### config.mk
export PLATFORM = sky130hd
export DESIGN_NAME = pool_rd_sched
export DESIGN_NICKNAME = d
export VERILOG_FILES = /design/src/rtl/pool_rd_sched.sv
export SDC_FILE = /design/constraint.sdc
export NUM_CORES = 1
export LEC_CHECK = 0
export ABC_AREA = 1
export BUFFER_PORTS_ARGS = -buffer_cell sky130_fd_sc_hd__clkbuf_2
export CELL_PAD_IN_SITES_DETAIL_PLACEMENT = 0
export CELL_PAD_IN_SITES_GLOBAL_PLACEMENT = 1
export CORE_ASPECT_RATIO = 0.9
export CORE_MARGIN = 2
export CORE_UTILIZATION = 40
export DETAILED_ROUTE_END_ITERATION = 7
export PLACE_DENSITY = 0.77
export RECOVER_POWER = 25
export SYNTH_ARGS = -nofsm -noshare
export SYNTH_HDL_FRONTEND = slang
export SYNTH_SLANG_ARGS = --single-unit
### constraint.sdc
create_clock -name clk -period 13.15 [get_ports clk]
set_input_delay 1.9725 -clock clk [delete_from_list [all_inputs] [get_ports clk]]
set_output_delay 1.9725 -clock clk [all_outputs]
set_load 0.03 [all_outputs]
### src/rtl/pool_rd_sched.sv
// Psum readout sequencer: walks every PEB/address of the PE array, captures the
// 1-cycle-latency read data into a 2-entry buffer and streams it to the pooling unit.
module pool_rd_sched #(
  parameter  int NUMPEB  = 16,
  parameter  int LENPSUM = 16,
  parameter  int DAT_W   = 256,
  localparam int AW      = (LENPSUM > 1) ? $clog2(LENPSUM) : 1,
  localparam int PW      = (NUMPEB > 1) ? $clog2(NUMPEB) : 1
) (
  input  logic              clk,
  input  logic              rst,
  input  logic              Start,
  output logic              Busy,
  output logic              Done,
  output logic [NUMPEB-1:0] POOLPEB_EnRd,
  output logic [AW-1:0]     POOLPEB_AddrRd,
  input  logic [DAT_W-1:0]  PELPOOL_Dat,
  output logic              POOL_Val,
  input  logic              POOL_Rdy,
  output logic [DAT_W-1:0]  POOL_Dat,
  output logic [PW-1:0]     POOL_PebIdx,
  output logic              POOL_Last
);

  typedef enum logic [1:0] {
    S_IDLE  = 2'd0,
    S_RUN   = 2'd1,
    S_DRAIN = 2'd2,
    S_DONE  = 2'd3
  } state_t;

  state_t          state_q, state_d;
  logic [PW-1:0]   peb_q, peb_d;
  logic [AW-1:0]   addr_q, addr_d;
  logic            inflight_q;
  logic [PW-1:0]   tag_peb_q;
  logic            tag_last_q;

  logic [1:0]      occ_q, occ_d;
  logic            wr_ptr_q, rd_ptr_q;
  logic [DAT_W-1:0] buf_dat_q  [2];
  logic [PW-1:0]   buf_peb_q  [2];
  logic            buf_last_q [2];

  logic            push, pop, issue, last_issue;
  logic            addr_wrap, peb_end;
  logic [2:0]      pend;

  assign pop  = (occ_q != 2'd0) && POOL_Rdy;
  assign push = inflight_q;

  // Credit check: words already buffered plus the one in flight, less the one
  // leaving this cycle, must leave room for the read issued now.
  assign pend       = 3'(occ_q) + 3'(inflight_q) - 3'(pop);
  assign issue      = (state_q == S_RUN) && (pend < 3'd2);
  assign addr_wrap  = (addr_q == AW'(LENPSUM - 1));
  assign peb_end    = (peb_q == PW'(NUMPEB - 1));
  assign last_issue = issue && addr_wrap && peb_end;

  assign occ_d = occ_q + {1'b0, push} - {1'b0, pop};

  always_comb begin
    state_d = state_q;
    peb_d   = peb_q;
    addr_d  = addr_q;
    case (state_q)
      S_IDLE: begin
        peb_d  = '0;
        addr_d = '0;
        if (Start) state_d = S_RUN;
      end
      S_RUN: begin
        if (issue) begin
          if (addr_wrap) begin
            addr_d = '0;
            peb_d  = peb_end ? '0 : peb_q + PW'(1);
          end else begin
            addr_d = addr_q + AW'(1);
          end
          if (last_issue) state_d = S_DRAIN;
        end
      end
      S_DRAIN: begin
        if (occ_d == 2'd0) state_d = S_DONE;
      end
      S_DONE: begin
        peb_d   = '0;
        addr_d  = '0;
        state_d = S_IDLE;
      end
      default: state_d = S_IDLE;
    endcase
  end

  always_ff @(posedge clk) begin
    if (rst) begin
      state_q    <= S_IDLE;
      peb_q      <= '0;
      addr_q     <= '0;
      inflight_q <= 1'b0;
      occ_q      <= 2'd0;
      wr_ptr_q   <= 1'b0;
      rd_ptr_q   <= 1'b0;
    end else begin
      state_q    <= state_d;
      peb_q      <= peb_d;
      addr_q     <= addr_d;
      inflight_q <= issue;
      occ_q      <= occ_d;
      if (push) wr_ptr_q <= ~wr_ptr_q;
      if (pop)  rd_ptr_q <= ~rd_ptr_q;
    end
  end

  // Read-data capture: tag travels with the request, data lands one cycle later
  always_ff @(posedge clk) begin
    if (issue) begin
      tag_peb_q  <= peb_q;
      tag_last_q <= last_issue;
    end
    if (push) begin
      buf_dat_q[wr_ptr_q]  <= PELPOOL_Dat;
      buf_peb_q[wr_ptr_q]  <= tag_peb_q;
      buf_last_q[wr_ptr_q] <= tag_last_q;
    end
  end

  assign POOLPEB_EnRd   = issue ? (NUMPEB'(1) << peb_q) : '0;
  assign POOLPEB_AddrRd = addr_q;

  assign Busy = (state_q == S_RUN) || (state_q == S_DRAIN);
  assign Done = (state_q == S_DONE);

  assign POOL_Val    = (occ_q != 2'd0);
  assign POOL_Dat    = buf_dat_q[rd_ptr_q];
  assign POOL_PebIdx = buf_peb_q[rd_ptr_q];
  assign POOL_Last   = buf_last_q[rd_ptr_q];

endmodule
==> impl_metrics.json <==
{
  "status": "finished, violations left",
  "violations": "capacitance limit, slew limit",
  "r2r-end": "buf_dat_q[1][253]$_DFFE_PP_",
  "dieHeight_um": 220.7,
  "netlist_area_um2": 20860,
  "synth-main-ff-cell": "edfxtp_1",
  "cts_sinks": 543,
  "synth_top_family_by_area": "multiplexers",
  "max_cap_viol_count": 1,
  "synth_top_area_share_pct": 75.85,
  "hold_buffers": 0,
  "finalSetupViolations": 0,
  "ir_worst_vdd_mv": 0.1165,
  "critPathRequiredTime_ns": 11.18,
  "hold_path_class": "reg -> reg",
  "grt_pass1_vias": 10676,
  "drive_gt1_share_pct": 53.52,
  "ant_nets": 0,
  "synth-adder-area-share_pct": 0.9355,
  "insertion_delay_ns": 0.59,
  "synth_compound_area_share_pct": 0.4618,
  "finalCritPeriodShare_pct": 49.21,
  "post-cts-setup-buffer-count": 0,
  "cp-start-kind": "primary input",
  "worst_slew_pin_slew_ns": 4.700,
  "fp.dieArea_um2": 54010,
  "die_w_um": 244.7,
  "synth_cell_types": 25,
  "ioPinCount": 544,
  "place.port_buffers": 543,
  "yosysWarnings": 0,
  "h-tree-depth": 2,
  "path_clk_slew_ns": 0.06,
  "gp_congestion": 0.7965,
  "synth_area_leaders": "edfxtp_1 76%, mux2_4 14%, mux2_2 3.8%",
  "cts_buffers": 54,
  "grt_usage_pct": 15.57,
  "fin_crit_ns": 6.471,
  "reg2reg_from": "wr_ptr_q$_SDFFE_PP0P_",
  "synth_enable_flop_cells": 527,
  "synth.net_count": 1250,
  "antenna_found_initial": 6,
  "synth-xor-area-share_pct": 0.04198,
  "grt_max_degree": 165,
  "wl_per_cell_um": 19.54,
  "critical_path_arrival_ns": 4.50,
  "cts_resized": 0,
  "synth_common_cells": "527 x edfxtp_1, 190 x mux2_4, 71 x mux2_2, 30 x nand2_1, 26 x inv_1",
  "rows": 79,
  "syn2layout_area_growth_pct": 23.74,
  "rsz0062_at_grt": "false",
  "dr.pass1.iters": 4,
  "initial_core_util_pct": 40.44,
  "hold_path_depth": 0,
  "critPathKind": "in -> out",
  "critPathMaxFanout": 8,
  "reg2reg_depth": 3,
  "slew_violations": 99,
  "power.total_uw": 5440,
  "yosysSeqAreaShare_pct": 77.39,
  "nets": 1826,
  "vias": 10675,
  "drc_errors": 0,
  "dp_hpwl_um": 30710,
  "grt-ovfl-total": 0,
  "drt_wl_total_um": 44590,
  "end_kind": "output port",
  "ys_ff_latch": 543,
  "vias_per_cell": 4.678,
  "cts_root_buffer": "clkbuf_16",
  "fin_setup_tns_ns": 0,
  "cts_tree": "yes",
  "synthCells": 975,
  "hold_viol_final": 0,
  "synth_top_area_cell": "edfxtp_1",
  "grt_pass1_wl_um": 63620,
  "fin_util_pct": 50.03,
  "slew_headroom_pct": -213.3,
  "min_from": "tag_peb_q[0]$_DFFE_PP_",
  "core_area_um2": 51600,
  "power.density_nw_per_um2": 210.7,
  "synth-async-reset-ratio_pct": 0,
  "fin_skew_ns": 0.01141,
  "clockBufferDepth": 3,
  "syn_avg_cell_area_um2": 21.40,
  "synthMuxAreaShare_pct": 17.51,
  "r2r_setup_slack_ns": 7.34,
  "worstHoldEndpoint": "buf_peb_q[0][0]$_DFFE_PP_",
  "max_freq_ghz": 0.1545,
  "drt_iter0_drc": 615,
  "power_leakage_uw": 0.009825,
  "yosys.area_share.simple_pct": 1.805,
  "synth.most_common_cell": "edfxtp_1"
}
-- flip-flops by register name, indices dropped and copies added (netlist names), named ones only --
register        count
tag_last_q          1
rd_ptr_q            1
peb_q               4
buf_last_q          2
tag_peb_q           4
inflight_q          1
state_q             2
POOLPEB_AddrRd      4
wr_ptr_q            1
buf_dat_q         512
occ_q               2
buf_peb_q           8
-- kinds of logic (layout without fill, tap and decap cells) --
| family | Yosys count | in the layout |
|---|---|---|
| buffers and inverters | 57 | 672 |
| adders and majority gates | 15 | 15 |
| DFF | 543 | 543 |
| xor gates and xnor gates | 1 | 1 |
| other | 0 | 4 |
| muxes | 261 | 261 |
| AOI/OAI and AO/OA | 17 | 17 |
| and+or+nand+nor | 81 | 81 |
-- worst max-delay path, stage by stage --
cell and delay (ns):
clkbuf_2 0.09, nand2_1 0.06, inv_1 0.07, ha_1 0.28, inv_1 0.04, ha_1 0.18, fa_1 0.46, inv_1 0.10
nand3_1 0.10, nor2_1 0.53, nand2_2 0.23, nor2_1 0.15, clkbuf_2 0.22
-- routing by layer --
layer	vias up	GRT usage, %	share of wire, %
met1	5319	17.69	37
li1	4931	-	-
met4	4	5.488	2.7
met5	-	0	0.070
met3	82	5.349	8.4
met2	339	27.39	52
-- cells in the final DEF, fill, tap and decap left out, types with 2 or more instances in the layout --
| cell type | Yosys | routed |
|---|---|---|
| buf_4 | 0 | 5 |
| nand2_2 | 4 | 4 |
| a21oi_1 | 10 | 10 |
| edfxtp_1 | 527 | 527 |
| nor2_1 | 23 | 22 |
| ha_1 | 14 | 14 |
| clkbuf_1 | 0 | 62 |
| dfxtp_1 | 16 | 15 |
| clkbuf_2 | 0 | 493 |
| mux2_2 | 71 | 71 |
| clkinv_1 | 0 | 14 |
| inv_6 | 0 | 2 |
| clkinv_2 | 0 | 5 |
| buf_12 | 0 | 2 |
| clkbuf_16 | 0 | 54 |
| o21ai_0 | 4 | 4 |
| inv_1 | 26 | 25 |
| bufinv_16 | 0 | 3 |
| nand3_1 | 9 | 9 |
| nor2_4 | 2 | 3 |
| nor2_2 | 8 | 8 |
| nand2_1 | 30 | 30 |
| clkinvlp_4 | 0 | 3 |
| diode_2 | 0 | 4 |
| o21ai_2 | 2 | 2 |
| nor3_1 | 2 | 2 |
| mux2_4 | 190 | 190 |
-- final cells by class --
| cell class | count | area (um^2) |
|---|---|---|
| Fill cell | 4371 | 25780 |
| Sequential cell | 543 | 16150 |
| Multi-Input combinational cell | 375 | 4337 |
| Timing Repair Buffer | 550 | 2733 |
| Clock buffer | 67 | 1400 |
| Tap cell | 688 | 860.8 |
| Clock inverter | 28 | 224.0 |
| Inverter | 27 | 102.6 |
| Antenna cell | 4 | 10.01 |
-- how the worst max path moves through the flow --
stage / slack (ns) / start / endpoint
6_report: 6.68 / POOL_Rdy / POOLPEB_EnRd[15]
5_1_grt: 6.42 / POOL_Rdy / POOLPEB_EnRd[12]
4_1_cts: 6.66 / POOL_Rdy / POOLPEB_EnRd[9]
3_5_place_dp: 6.66 / POOL_Rdy / POOLPEB_EnRd[13]
3_3_place_gp: 6.69 / POOL_Rdy / POOLPEB_EnRd[11]
2_1_floorplan: 0.94 / inflight_q$_SDFF_PP0_ / buf_dat_q[0][0]$_DFFE_PP_
-- power by group --
group          leakage (uW)  internal [uW]  switching (uW)
Sequential          0.00490           2160            75.6
Clock              0.000781            810             621
Combinational       0.00415            638            1140
Total               0.00982           3610            1830
-- stage by stage --
step	hold WS, ns	std cells	area, um^2	worst slack (ns)
CTS	0.4449	2278	25870	6.663
global route	0.4650	2279	25810	6.415
floorplan	0.4215	975	20860	0.9398
detailed placement	0.4306	2183	24250	6.662
finish	0.4472	2282	25820	6.679
global placement	0.4247	2183	24250	6.691
No activity file was read; power rests on OpenSTA's default activity.
